## config.mk

```make
export PLATFORM = sky130hd
export DESIGN_NAME = apb_gpio_bank
export DESIGN_NICKNAME = d
export VERILOG_FILES = /design/src/rtl/apb_gpio_bank.sv
export SDC_FILE = /design/constraint.sdc
export NUM_CORES = 1
export LEC_CHECK = 0
export BUFFER_PORTS_ARGS = -buffer_cell sky130_fd_sc_hd__buf_4
export CORE_MARGIN = 8
export CORE_UTILIZATION = 37
export CTS_CLUSTER_DIAMETER = 40
export CTS_CLUSTER_SIZE = 8
export DETAILED_ROUTE_END_ITERATION = 10
export PLACE_DENSITY = 0.69
export SLEW_MARGIN = 15
export SYNTH_ARGS = -nofsm -noshare
export SYNTH_HDL_FRONTEND = slang
export SYNTH_SLANG_ARGS = --single-unit
```

## constraint.sdc

```tcl
create_clock -name PCLK -period 2.33 [get_ports PCLK]
set_input_delay 0.1165 -clock PCLK [delete_from_list [all_inputs] [get_ports PCLK]]
set_output_delay 0.1165 -clock PCLK [all_outputs]
set_load 0.02 [all_outputs]
```

## src/rtl/apb_gpio_bank.sv

```systemverilog
// APB GPIO bank: per-bit direction, atomic set/clear, synchronised inputs and
// edge interrupts with write-1-to-clear status, plus programmable wait states.
module apb_gpio_bank #(
    parameter int unsigned GPIO_WIDTH  = 8,
    parameter int unsigned ADDR_W      = 12,
    parameter int unsigned WAIT_STATES = 0
) (
    input  logic                  PCLK,
    input  logic                  PRESET,
    input  logic                  PSEL,
    input  logic                  PENABLE,
    input  logic                  PWRITE,
    input  logic [ADDR_W-1:0]     PADDR,
    input  logic [31:0]           PWDATA,
    input  logic [3:0]            PSTRB,
    output logic [31:0]           PRDATA,
    output logic                  PREADY,
    output logic                  PSLVERR,
    input  logic [GPIO_WIDTH-1:0] gpio_in,
    output logic [GPIO_WIDTH-1:0] gpio_out,
    output logic [GPIO_WIDTH-1:0] gpio_oe,
    output logic                  irq
);

    localparam int unsigned W     = GPIO_WIDTH;
    localparam int unsigned CNT_W = 3;
    localparam logic [CNT_W-1:0] WAIT_INIT = CNT_W'(WAIT_STATES);

    localparam logic [1:0] ST_IDLE   = 2'd0;
    localparam logic [1:0] ST_SETUP  = 2'd1;
    localparam logic [1:0] ST_ACCESS = 2'd2;

    localparam logic [2:0] REG_DOUT  = 3'd0;
    localparam logic [2:0] REG_DIR   = 3'd1;
    localparam logic [2:0] REG_DIN   = 3'd2;
    localparam logic [2:0] REG_IEN   = 3'd3;
    localparam logic [2:0] REG_ITYPE = 3'd4;
    localparam logic [2:0] REG_ISTAT = 3'd5;
    localparam logic [2:0] REG_SET   = 3'd6;
    localparam logic [2:0] REG_CLR   = 3'd7;

    logic [1:0]       state_q, state_d;
    logic [CNT_W-1:0] cnt_q, cnt_d;
    logic             pready_q, pready_d;
    logic             pslverr_q, pslverr_d;
    logic [31:0]      prdata_q, prdata_d;
    logic [W-1:0]     dout_q, dout_d;
    logic [W-1:0]     dir_q, dir_d;
    logic [W-1:0]     ien_q, ien_d;
    logic [W-1:0]     itype_q, itype_d;
    logic [W-1:0]     istat_q, istat_d;
    logic [W-1:0]     sync1_q, sync1_d;
    logic [W-1:0]     sync_q, sync_d;
    logic [W-1:0]     prev_q, prev_d;

    logic [2:0]       sel;
    logic             access_err;
    logic [31:0]      lane_mask;
    logic [W-1:0]     wbits;
    logic [W-1:0]     wen;
    logic [W-1:0]     hw_set;
    logic             commit;
    logic             final_d;
    logic [31:0]      rd_data;

    // Address decode, error detection and byte-lane masking
    always_comb begin
        sel        = PADDR[4:2];
        access_err = (|PADDR[1:0]) || (|PADDR[ADDR_W-1:5])
                   || (PWRITE && (sel == REG_DIN))
                   || (!PWRITE && ((sel == REG_SET) || (sel == REG_CLR)));
        lane_mask  = '0;
        for (int n = 0; n < 4; n++) begin
            lane_mask[8*n +: 8] = {8{PSTRB[n]}};
        end
        wbits  = W'(PWDATA & lane_mask);
        wen    = W'(lane_mask);
        hw_set = ien_q & (((sync_q & ~prev_q) & ~itype_q) | ((~sync_q & prev_q) & itype_q));
        commit = (state_q == ST_ACCESS) && (cnt_q == '0) && PWRITE && !access_err;
    end

    // Register file next state; hardware IRQ set overrides a same-cycle W1C
    always_comb begin
        dout_d  = dout_q;
        dir_d   = dir_q;
        ien_d   = ien_q;
        itype_d = itype_q;
        istat_d = istat_q | hw_set;
        sync1_d = gpio_in;
        sync_d  = sync1_q;
        prev_d  = sync_q;
        if (commit) begin
            case (sel)
                REG_DOUT:  dout_d  = (dout_q & ~wen) | wbits;
                REG_DIR:   dir_d   = (dir_q & ~wen) | wbits;
                REG_IEN:   ien_d   = (ien_q & ~wen) | wbits;
                REG_ITYPE: itype_d = (itype_q & ~wen) | wbits;
                REG_ISTAT: istat_d = (istat_q & ~wbits) | hw_set;
                REG_SET:   dout_d  = dout_q | wbits;
                REG_CLR:   dout_d  = dout_q & ~wbits;
                default:   dout_d  = dout_q;
            endcase
        end
    end

    // Read data is taken from next-state values so the registered PRDATA
    // shows the register contents of the cycle in which PREADY is high.
    always_comb begin
        case (sel)
            REG_DOUT:  rd_data = 32'(dout_d);
            REG_DIR:   rd_data = 32'(dir_d);
            REG_DIN:   rd_data = 32'(sync_d);
            REG_IEN:   rd_data = 32'(ien_d);
            REG_ITYPE: rd_data = 32'(itype_d);
            REG_ISTAT: rd_data = 32'(istat_d);
            default:   rd_data = '0;
        endcase
    end

    // APB state machine; the response flops load one cycle ahead of completion
    always_comb begin
        state_d   = state_q;
        cnt_d     = cnt_q;
        final_d   = 1'b0;
        pready_d  = 1'b0;
        pslverr_d = 1'b0;
        prdata_d  = '0;
        case (state_q)
            ST_IDLE: begin
                if (PSEL && !PENABLE) begin
                    state_d = ST_SETUP;
                    cnt_d   = WAIT_INIT;
                end
            end
            ST_SETUP: begin
                if (!PSEL) begin
                    state_d = ST_IDLE;
                end else begin
                    state_d = ST_ACCESS;
                    final_d = (cnt_q == '0);
                end
            end
            ST_ACCESS: begin
                if (cnt_q == '0) begin
                    state_d = ST_IDLE;
                end else begin
                    cnt_d   = cnt_q - CNT_W'(1);
                    final_d = (cnt_q == CNT_W'(1));
                end
            end
            default: state_d = ST_IDLE;
        endcase
        if (final_d) begin
            pready_d  = 1'b1;
            pslverr_d = access_err;
            prdata_d  = (access_err || PWRITE) ? 32'h0 : rd_data;
        end
    end

    always_ff @(posedge PCLK or posedge PRESET) begin
        if (PRESET) begin
            state_q   <= ST_IDLE;
            cnt_q     <= '0;
            pready_q  <= 1'b0;
            pslverr_q <= 1'b0;
            prdata_q  <= '0;
            dout_q    <= '0;
            dir_q     <= '0;
            ien_q     <= '0;
            itype_q   <= '0;
            istat_q   <= '0;
            sync1_q   <= '0;
            sync_q    <= '0;
            prev_q    <= '0;
        end else begin
            state_q   <= state_d;
            cnt_q     <= cnt_d;
            pready_q  <= pready_d;
            pslverr_q <= pslverr_d;
            prdata_q  <= prdata_d;
            dout_q    <= dout_d;
            dir_q     <= dir_d;
            ien_q     <= ien_d;
            itype_q   <= itype_d;
            istat_q   <= istat_d;
            sync1_q   <= sync1_d;
            sync_q    <= sync_d;
            prev_q    <= prev_d;
        end
    end

    assign PREADY   = pready_q;
    assign PSLVERR  = pslverr_q;
    assign PRDATA   = prdata_q;
    assign gpio_out = dout_q;
    assign gpio_oe  = dir_q;
    assign irq      = |(istat_q & ien_q);

endmodule

```

# Yosys cells after proc, flatten, opt, wreduce, memory -nomap -nowiden
# Index checks and enable logic that the tools add are counted.
totals:
  reg_bits: 103
  input_bits: 61
  out_inout_bits: 51
  wordCells: 101
op_classes:
  add_sub_neg: 1
  eq_ne: 13
  muxes: 25
  n_bitwise: 26
  n_reduce_logical: 23
ops:
  columns: ["operator", "count"]
  rows:
  - ["$and 8x8->8", 13]
  - ["$mux 8", 9]
  - ["$mux 32", 2]
  - ["$or 8x8->8", 8]
  - ["$pmux 8 s6", 1]
  - ["$not 8->8", 5]
  - ["$pmux 8 s3", 1]
  - ["$eq 3x3->1 const B", 4]
  - ["$reduce_or 8->1", 1]
  - ["$reduce_or 7->1", 1]
  - ["$eq 3x1->1 const B", 2]
  - ["$eq 3x2->1 const B", 2]
  - ["$logic_and 1x1->1", 6]
  - ["$logic_not 3->1", 2]
  - ["$mux 2", 3]
  - ["$mux 3", 2]
  - ["$pmux 2 s3", 1]
  - ["$pmux 3 s2", 1]
  - ["$logic_or 1x1->1", 5]
  - ["$mux 1", 4]
  - ["$ne 2x2->1 const B", 2]
  - ["$logic_not 1->1", 3]
  - ["$reduce_and 3->1", 1]
  - ["$sub 3x1->3 const B", 1]
  - ["other kinds (8)", 8]

# Longest topological paths before layout
# Gate-level depths: netlist of run 1.
logic_depth:
  word_depth: 11
  ltp_mapped: 9
  ltp_nobuf: 7

# Worst setup path after synthesis of run 1
# No wires, ideal clock.
synth_path:
  kind: "register to register"
  from: "register state_q[0]"
  to: "register dir_q[0] (netlist: gpio_oe[0])"
  setup_ns: 0.125
  arrival_ns: 1.891
  required_ns: 2.205
  slack_ns: 0.314
  path_stages_with_launch: 8
  path_buffers: 1
  synth_period_minus_slack_ns: 2.016
  path_cell_list: "dfrtp_1 inv_1 ha_1 and4b_1 buf_6 nand4_4 nor3_4 mux2_2"
synth_via:
  elab_chain_len: 5
synth_rtl:
  columns: ["element", "line_no", "source"]
  rows:
  - ["from (decl)", "42", "logic [1:0] state_q, state_d;"]
  - ["from (signal assigned)", "176", "state_q <= state_d;"]
  - ["$eq 2x2->1", "79", "commit = (state_q == ST_ACCESS) && (cnt_q == '0) && PWRITE && !access_err;"]
  - ["$logic_and 1x1->1 (3 in a row)", "79", null]
  - ["$mux 8", "92", "if (commit) begin"]
  - ["named net dir_d[0]", "48", "logic [W-1:0] dir_q, dir_d;"]
  - ["to (signal assigned)", "182", "dir_q <= dir_d;"]
  - ["to (decl)", "48", null]
# The timed path passes the listed nets, and every way through them passes these cells.
# A chain may end at the register's enable or synchronous reset.

# Worst setup path in the final report of run 1
layout_path:
  from: "register cnt_q[0]"
  to: "register prdata_q[0] (netlist: PRDATA[0])"
layout_via:
  elab_chain_len: 8
  elab_cells_between_ends: 16
  cone_classes: "eq/ne (1); mux (11); reduce/logical (4)"
layout_rtl:
  columns: ["element", "line_no", "source"]
  rows:
  - ["from (decl)", "43", "logic [CNT_W-1:0] cnt_q, cnt_d;"]
  - ["from (signal assigned)", "177", "cnt_q <= cnt_d;"]
  - ["$logic_not 3->1", "79, 140, 144", null]
  - ["$logic_and 1x1->1 (3 in a row)", "79", null]
  - ["$mux 8", "92", null]
  - ["$pmux 8 s6", "109", "case (sel)"]
  - ["$mux 32", "156", "prdata_d = (access_err || PWRITE) ? 32'h0 : rd_data;"]
  - ["$mux 32 *", "153", "if (final_d) begin"]
  - ["named net prdata_d[0]", "46", "logic [31:0] prdata_q, prdata_d;"]
  - ["to (signal assigned)", "180", "prdata_q <= prdata_d;"]
  - ["to (decl)", "46", null]
# Mark *: on every way through the listed nets, which the timed path passes. The rest lies on a longest branch.

==> qor.log, run 1 <==
INFO  power          irDropWorstVdd=0.4593mV
INFO  worst_setup_path worstPathArrival=2.36ns
INFO  sta            setup_total_negative_slack=0ns
INFO  die            floorplan.rows=38
INFO  min_path       min_path_type=input port to register
INFO  detailed_routing violation_count_after_the_first_detailed_routing_iteration=277
INFO  finish         multi_input_logic_area=1938um^2
INFO  yosys          post_syn_instances=399
INFO  detailed_routing drt_pass1_iterations=4
INFO  power          power_density=588.6nW/um^2
INFO  power          power_report.internal_total=2086uW
INFO  clock_tree     clock_buffer_count_from_cts=9
INFO  yosys          synth_top_area_share=47.92%
INFO  die            die_h=121.6um
INFO  finish         layoutNonFillerInstCount=630
INFO  detailed_routing per_cell_routed_wire_length=17.79um
INFO  yosys          yosysSeqAreaShare=47.92%
INFO  sta            rsz0062_at_grt=false
INFO  die            placeableCoreArea=10840um^2
INFO  die            die_w=121.6um
INFO  global_route   grt_use_total=15.58%
INFO  yosys          synth-seq-cells=79
INFO  min_path       hold_path.startpoint=PWDATA[4]
INFO  clock_tree     htree_num_levels=3
INFO  finish         insertedDiodeCount=0
INFO  global_route   grt_pass1_wl=17970um
INFO  finish         area_delta_synth_final=21.96%
INFO  detailed_routing post-route-drc-count=0
INFO  power          power.sequential.fraction=49.6%
INFO  worst_setup_path timing.critical_path.from_type=register
INFO  sta            finalHoldViolCount=0
INFO  clock_tree     ctsLongestPathBuffers=2
INFO  finish         regArea=1977um^2
INFO  run_status     outcome=completed
INFO  finish         nFillCells=1063
INFO  worst_setup_path critical_path.reg2reg.startpoint=cnt_q[0]$_DFFE_PP0P_
INFO  worst_setup_path worst_ep_required_time=2.55ns
INFO  yosys          syn-cell-area=4125um^2
INFO  place          gpl.final_weighted_congestion=0.9326
INFO  detailed_routing wirelength=11210um
INFO  die            floorplan.initialDensity=38.05%
INFO  yosys          post_synth_main_area_contributors=dfrtp_1, mux2_2, o21ai_0, buf_4, nand2_1
INFO  sta            setup_viol_count_final=0
INFO  sta            final.period_utilization=91.80%
INFO  flow_run       max_cap_violations=0
INFO  sta            slew_headroom=59.08%
INFO  yosys          synth.lib_cells_used.distinct=60
INFO  global_route   grt_max_degree=47
INFO  power          power.share.combinational=18.5%
INFO  place          detailedPlacementHpwl=8077um
INFO  global_route   overflow=0
INFO  detailed_routing drt-vias-per-instance=5.487
INFO  worst_setup_path critical_path.endpoint_type=register
INFO  sta            worst_skew=0.01279ns
INFO  clock_tree     clkTransAtPathRegs=0.08ns
INFO  power          switching_fraction=29.55%
INFO  sta            tightest_slew=0.6132ns
INFO  yosys          synth_area_leader_cell=dfrtp_1
INFO  worst_setup_path worst-r2r-cell-count=9
INFO  min_path       holdPathStages=2
INFO  power          leakage=0.002259uW
INFO  worst_setup_path crit_path_max_fanout=6
INFO  finish         finish.net_count=552
INFO  clock_tree     cts.sink_count=79
INFO  global_route   vias_in_the_first_global_route=3498
INFO  sta            final_period_minus_worst_setup_slack=2.139ns
INFO  finish         share_of_cells_above_drive_strength_1=27.96%
INFO  min_path       endpoint_with_the_worst_hold_slack=ien_q[4]$_DFF_PP0_
INFO  sta            maxClockFrequency=467.5MHz
INFO  detailed_routing vias=3457
INFO  yosys          yosys_warnings=0
INFO  clock_tree     clock_insertion_delay_at_the_later_pin_of_the_skew_report=0.37ns
INFO  clock_tree     cts_root_buf=clkbuf_8
INFO  detailed_routing antenna_violating_nets_post_route=0
INFO  die            die-area=14780um^2
INFO  die            i_o_pin_count=112
INFO  place          port_buffers=60
INFO  worst_setup_path worst-setup-path-type=register to register
INFO  worst_setup_path reg_to_reg_endpoint=PRDATA[0]$_DFF_PP0_
INFO  yosys          syn-mean-instance-area=10.34um^2
INFO  place          placedCellCount=603
INFO  clock_tree     clock_tree_from_tritoncts=built
INFO  sta            slew_viol_final=0
INFO  worst_setup_path ff2ff_setup_slack=0.19ns
INFO  power          clock_power_share=32.0%
INFO  yosys          ys_flop_type=dfrtp_1
INFO  yosys          synth_enable_flop_cells=0
INFO  power          switchingPower=874.9uW
INFO  yosys          async_reset_ff_share=100.0%
INFO  finish         final_standard_cell_utilization_of_the_core=46.41%
INFO  global_route   grt_antenna_before_repair=0
metrics by stage:
step	setup slack (ns)	total power (uW)	instance area, um^2	hold slack, ns
3_3_place_gp	0.1904	2008	4741	0.2179
2_1_floorplan	0.1901	1866	4212	0.1479
6_report	0.1911	2961	5031	0.03010
4_1_cts	0.1297	2996	5015	0.004273
3_5_place_dp	0.1400	2026	4741	0.2152
5_1_grt	0.03142	3116	5031	0.01247
cells in the final DEF, fill, tap and decap left out, types with 3 or more instances in the layout:
master,count
buf_4,82
dfrtp_1,79
nand2_1,43
o21ai_0,43
conb_1,24
mux2_2,23
nor2_1,15
a21oi_1,14
nor3b_1,14
clkbuf_8,11
a31oi_1,9
dlygate4sd3_1,9
a21o_1,8
inv_1,7
o21ai_1,7
a41oi_1,7
nand3_1,6
a22oi_1,6
ha_1,6
nor3_1,5
and3_1,5
a211oi_1,5
and2_1,4
nand4_1,4
nand2b_1,3
clkinv_2,3
clkinvlp_4,3
cell usage after synthesis, drive strengths merged, types with 2 or more instances:
| master | instances |
|---|---|
| a211oi | 5 |
| a21o | 8 |
| a21oi | 14 |
| a22o | 2 |
| a22oi | 6 |
| a31oi | 9 |
| a32oi | 2 |
| a41oi | 7 |
| and2 | 4 |
| and3 | 5 |
| and3b | 2 |
| and4 | 2 |
| buf | 35 |
| clkbuf | 5 |
| dfrtp | 79 |
| ha | 6 |
| inv | 8 |
| mux2 | 23 |
| mux2i | 2 |
| nand2 | 44 |
| nand2b | 4 |
| nand3 | 6 |
| nand4 | 7 |
| nor2 | 15 |
| nor3 | 7 |
| nor3b | 15 |
| nor4 | 3 |
| o211ai | 2 |
| o21a | 2 |
| o21ai | 50 |
| o31ai | 2 |
| or2 | 2 |
worst max path at each step:
stage	end	slack [ns]	startpoint	cells after the start
detailed placement	gpio_oe[5]$_DFF_PP0_	0.14	cnt_q[0]$_DFFE_PP0P_	7
finish	PRDATA[0]$_DFF_PP0_	0.19	cnt_q[0]$_DFFE_PP0P_	9
CTS	gpio_oe[1]$_DFF_PP0_	0.13	cnt_q[0]$_DFFE_PP0P_	7
global route	PRDATA[1]$_DFF_PP0_	0.03	cnt_q[0]$_DFFE_PP0P_	9
floorplan	PRDATA[0]$_DFF_PP0_	0.19	PRESET	1
global placement	PRDATA[0]$_DFF_PP0_	0.19	cnt_q[0]$_DFFE_PP0P_	9
registers in the layout (all words and copies together), names as in the netlist, 3 cells and up:
signal	count
prev_d	8
ien_q	8
sync1_q	8
istat_q	8
PRDATA	8
cnt_q	3
gpio_out	8
gpio_oe	8
prev_q	8
itype_q	8
kinds of logic (layout without fill, tap and decap cells):
logic type	count (synthesis)	after routing	share of synthesized area (%)
AND/OR/NAND/NOR	124	124	18.53
AO/OA/AOI/OAI	115	115	17.44
flip-flops	79	79	47.92
buffers and inverters	48	116	7.219
multiplexers	25	25	6.764
adder cells (fa/ha/maj)	6	6	1.820
other	1	24	0.09090
XOR/XNOR	1	1	0.2124
repair_timing:
action / CTS / global route
gates resized for setup: 0 / 1
hold buffers: 9 / 0
endpoints found under the hold margin: 41 / 0
setup endpoints to repair: 0 / 9
setup buffers: 0 / 2
final cells by class:
class / instances / share of cell area [%]
clock inverters: 5 / 0.6466
repair buffers: 92 / 14.42
inverters: 8 / 0.6217
well taps: 140 / 3.482
multi-input cells: 295 / 38.52
clock buffers: 11 / 3.009
flip-flops and latches: 79 / 39.29
routing by layer:
metal	vias to the layer above	routed length [um]	part of all wire, %	track usage (%)
li1	1593	-	-	-
met1	1693	4930	44	19.69
met2	152	5198	46	24.42
met3	19	860	7.7	4.535
met4	0	221	2.0	6.708
met5	-	0	0	0
power groups by stage:
stage,Sequential (uW),Combinational (uW),Clock (uW)
final,1470,546,946
after global routing,1480,615,1020
after CTS,1470,547,980
after detailed placement,1490,532,0
after global placement,1490,516,0
after floorplan,1490,372,0
critical path, stage by stage, from the launching register on:
cell      delay [ns]
dfrtp_1         0.42
inv_1           0.09
ha_1            0.17
and4b_2         0.30
and4_1          0.20
buf_4           0.17
nor3_4          0.06
buf_4           0.16
a221oi_2        0.25
a41oi_1         0.17
Note: power is estimated with default switching activity, not from simulation.
==> run 2, diff against run 1 <==
Settings changed: CORE_UTILIZATION 37 to 53, PLACE_DENSITY 0.69 to 0.9.
==> run 2 against run 1 <==
Clock power shrank 3.0%. Non-clock buffer count is 5 lower. Utilization grew 18 points. Sequential cell count unchanged. Count of clock-buffer cells in the layout increased by 1. Largest power group unchanged. First-iteration DRC count rose by 74%. Hold slack better by 0.0079 ns. Sequential share of layout area grew 0.54 points. Global-route usage is 4.4 points higher. Combinational power up 3%. Sequential power barely moved. Via count grew 3.1%.
==> qor.log, run 2 (synthesized netlist as in run 1, its figures left out) <==
INFO  finish         regArea=1977um^2
INFO  die            floorplan.initialDensity=53.94%
INFO  clock_tree     clock_insertion_delay_at_the_later_pin_of_the_skew_report=0.35ns
INFO  finish         nFillCells=600
INFO  global_route   overflow=0
INFO  finish         insertedDiodeCount=0
INFO  power          switchingPower=869.9uW
INFO  sta            final_period_minus_worst_setup_slack=2.224ns
INFO  power          totalPowerFinal=2951uW
INFO  place          detailedPlacementHpwl=7716um
INFO  sta            tightest_slew=0.5711ns
INFO  finish         layoutNonFillerInstCount=586
INFO  sta            slew_viol_final=0
INFO  power          clock_power_share=31.1%
INFO  worst_setup_path worst_ep_required_time=2.53ns
INFO  worst_setup_path cpMaxStageDelayCell=dfrtp_1
INFO  detailed_routing vias=3563
INFO  detailed_routing wirelength=10920um
INFO  finish         layout.cells.most_common=dfrtp_1
INFO  finish         share_of_cells_above_drive_strength_1=27.07%
INFO  sta            setup_total_negative_slack=0ns
INFO  power          irDropWorstVdd=0.5959mV
INFO  die            placeableCoreArea=7647um^2
INFO  finish         multi_input_logic_area=1941um^2
INFO  power          leakage=0.002246uW
INFO  worst_setup_path crit_path_max_fanout=8
INFO  die            die-area=10860um^2
INFO  place          place_area=4679um^2
INFO  detailed_routing violation_count_after_the_first_detailed_routing_iteration=481
INFO  global_route   grt_max_degree=53
INFO  global_route   grt_pass1_wl=17740um
INFO  detailed_routing per_cell_routed_wire_length=18.64um
INFO  worst_setup_path critical_path.endpoint_type=register
INFO  clock_tree     clock_buffer_count_from_cts=9
INFO  detailed_routing antenna_violating_nets_post_route=0
INFO  global_route   grt_antenna_before_repair=0
INFO  clock_tree     clkTransAtPathRegs=0.08ns
INFO  detailed_routing drt_pass1_iterations=5
INFO  run_status     outcome=completed
INFO  flow_run       max_cap_violations=0
INFO  clock_tree     htree_num_levels=3
INFO  power          power_density=594.7nW/um^2
INFO  die            floorplan.rows=32
INFO  worst_setup_path timing.critical_path.from_type=register
INFO  die            die_w=104.2um
INFO  clock_tree     clock_tree_from_tritoncts=built
INFO  sta            rsz0062_at_grt=false
INFO  finish         mostFrequentLayoutCells=dfrtp_1, buf_4, nand2_1, o21ai_0, conb_1
INFO  place          gpl.final_weighted_congestion=0.9258
INFO  power          switching_fraction=29.48%
INFO  sta            setup_viol_count_final=0
INFO  sta            final.period_utilization=95.46%
INFO  die            die_h=104.2um
INFO  power          power.share.combinational=19.1%
INFO  place          port_buffers=60
INFO  worst_setup_path worst-setup-path-type=register to register
INFO  clock_tree     ctsLongestPathBuffers=2
INFO  clock_tree     cts.sink_count=79
INFO  finish         final_standard_cell_utilization_of_the_core=64.89%
INFO  global_route   grt_use_total=20.02%
INFO  sta            worst_skew=0.009691ns
INFO  global_route   vias_in_the_first_global_route=3612
INFO  clock_tree     cts_root_buf=clkbuf_8
INFO  sta            maxClockFrequency=449.6MHz
INFO  die            i_o_pin_count=112
INFO  sta            finalHoldViolCount=0
INFO  finish         area_delta_synth_final=20.29%
INFO  finish         post_route_cell_area=4962um^2
INFO  place          placedCellCount=560
INFO  worst_setup_path worstPathArrival=2.42ns
INFO  worst_setup_path timing.critical_path.cells=inv_1, ha_2, and4b_2, and4_1, buf_12, nand2b_2, a221oi_2, a41oi_1
INFO  min_path       min_path_type=input port to register
INFO  power          power_report.internal_total=2081uW
INFO  sta            slew_headroom=61.63%
INFO  worst_setup_path cpPeakStageDelay=0.42ns
INFO  detailed_routing post-route-drc-count=0
INFO  power          power.sequential.fraction=49.8%
INFO  finish         finish.net_count=547
INFO  detailed_routing drt-vias-per-instance=6.080
-- run 2: changes by cell type in the layout (fill, tap and decap cells not counted), sizes merged --
cell	delta
clkbuf	+1
inv	+1
clkinvlp	-3
buf	-5
-- run 2: repair_timing --
item	4_1_cts	5_1_grt
gates resized for setup	0	2
hold buffers	9	0
setup buffers	0	2
setup endpoints to repair	0	28
endpoints found under the hold margin	87	0
-- run 2: metrics by stage --
step,setup WS (ns),hold WS (ns)
2_1_floorplan,0.1901,0.1479
3_3_place_gp,0.1290,0.2004
3_5_place_dp,0.06695,0.2052
4_1_cts,0.03975,0.03348
5_1_grt,0.03213,0.03846
6_report,0.1059,0.03798
-- run 2: per-layer routing --
layer	global-route usage [%]	share of wire [%]	up-vias
met5	0	0	-
li1	-	-	1578
met2	31.16	47	231
met4	11.07	3.8	0
met3	5.948	11	46
met1	24.35	38	1708
-- run 2: power groups by stage --
| stage | registers, uW | clock network, uW | logic, uW |
|---|---|---|---|
| floorplan | 1490 | 0 | 372 |
| global placement | 1490 | 0 | 485 |
| detailed placement | 1500 | 0 | 517 |
| CTS | 1470 | 929 | 533 |
| global route | 1480 | 993 | 621 |
| finish | 1470 | 918 | 563 |
-- run 2: cell type report --
class                   instances  area share [%]
repair buffers                 87           14.37
clock buffers                  12           3.127
multi-input cells             295           39.11
well taps                     102           2.572
flip-flops and latches         79           39.84
inverters                       8          0.6051
clock inverters                 3          0.3782
-- run 2: critical path: cells and delay by family (launching register included) --
| kind | cells | cell delay [ns] |
|---|---|---|
| and+or+nand+nor | 3 | 0.72 |
| buffers and inverters | 2 | 0.24 |
| adders and majority gates | 1 | 0.22 |
| DFF | 1 | 0.42 |
| AOI/OAI and AO/OA | 2 | 0.45 |
-- run 2: final timing paths --
check | startpoint | end | slack (ns) | cells after the start
max | cnt_q[0]$_DFFE_PP0P_ | PRDATA[0]$_DFF_PP0_ | 0.11 | 8
min | PWDATA[1] | gpio_oe[1]$_DFF_PP0_ | 0.04 | 2
max reg2reg | cnt_q[0]$_DFFE_PP0P_ | PRDATA[0]$_DFF_PP0_ | 0.11 | 8
min reg2reg | sync1_q[6]$_DFF_PP0_ | prev_d[6]$_DFF_PP0_ | 0.37 | 0
max in group asynchronous | PRESET | istat_q[2]$_DFF_PP0_ | 1.64 | 4
min in group asynchronous | PRESET | gpio_oe[5]$_DFF_PP0_ | 0.38 | 4
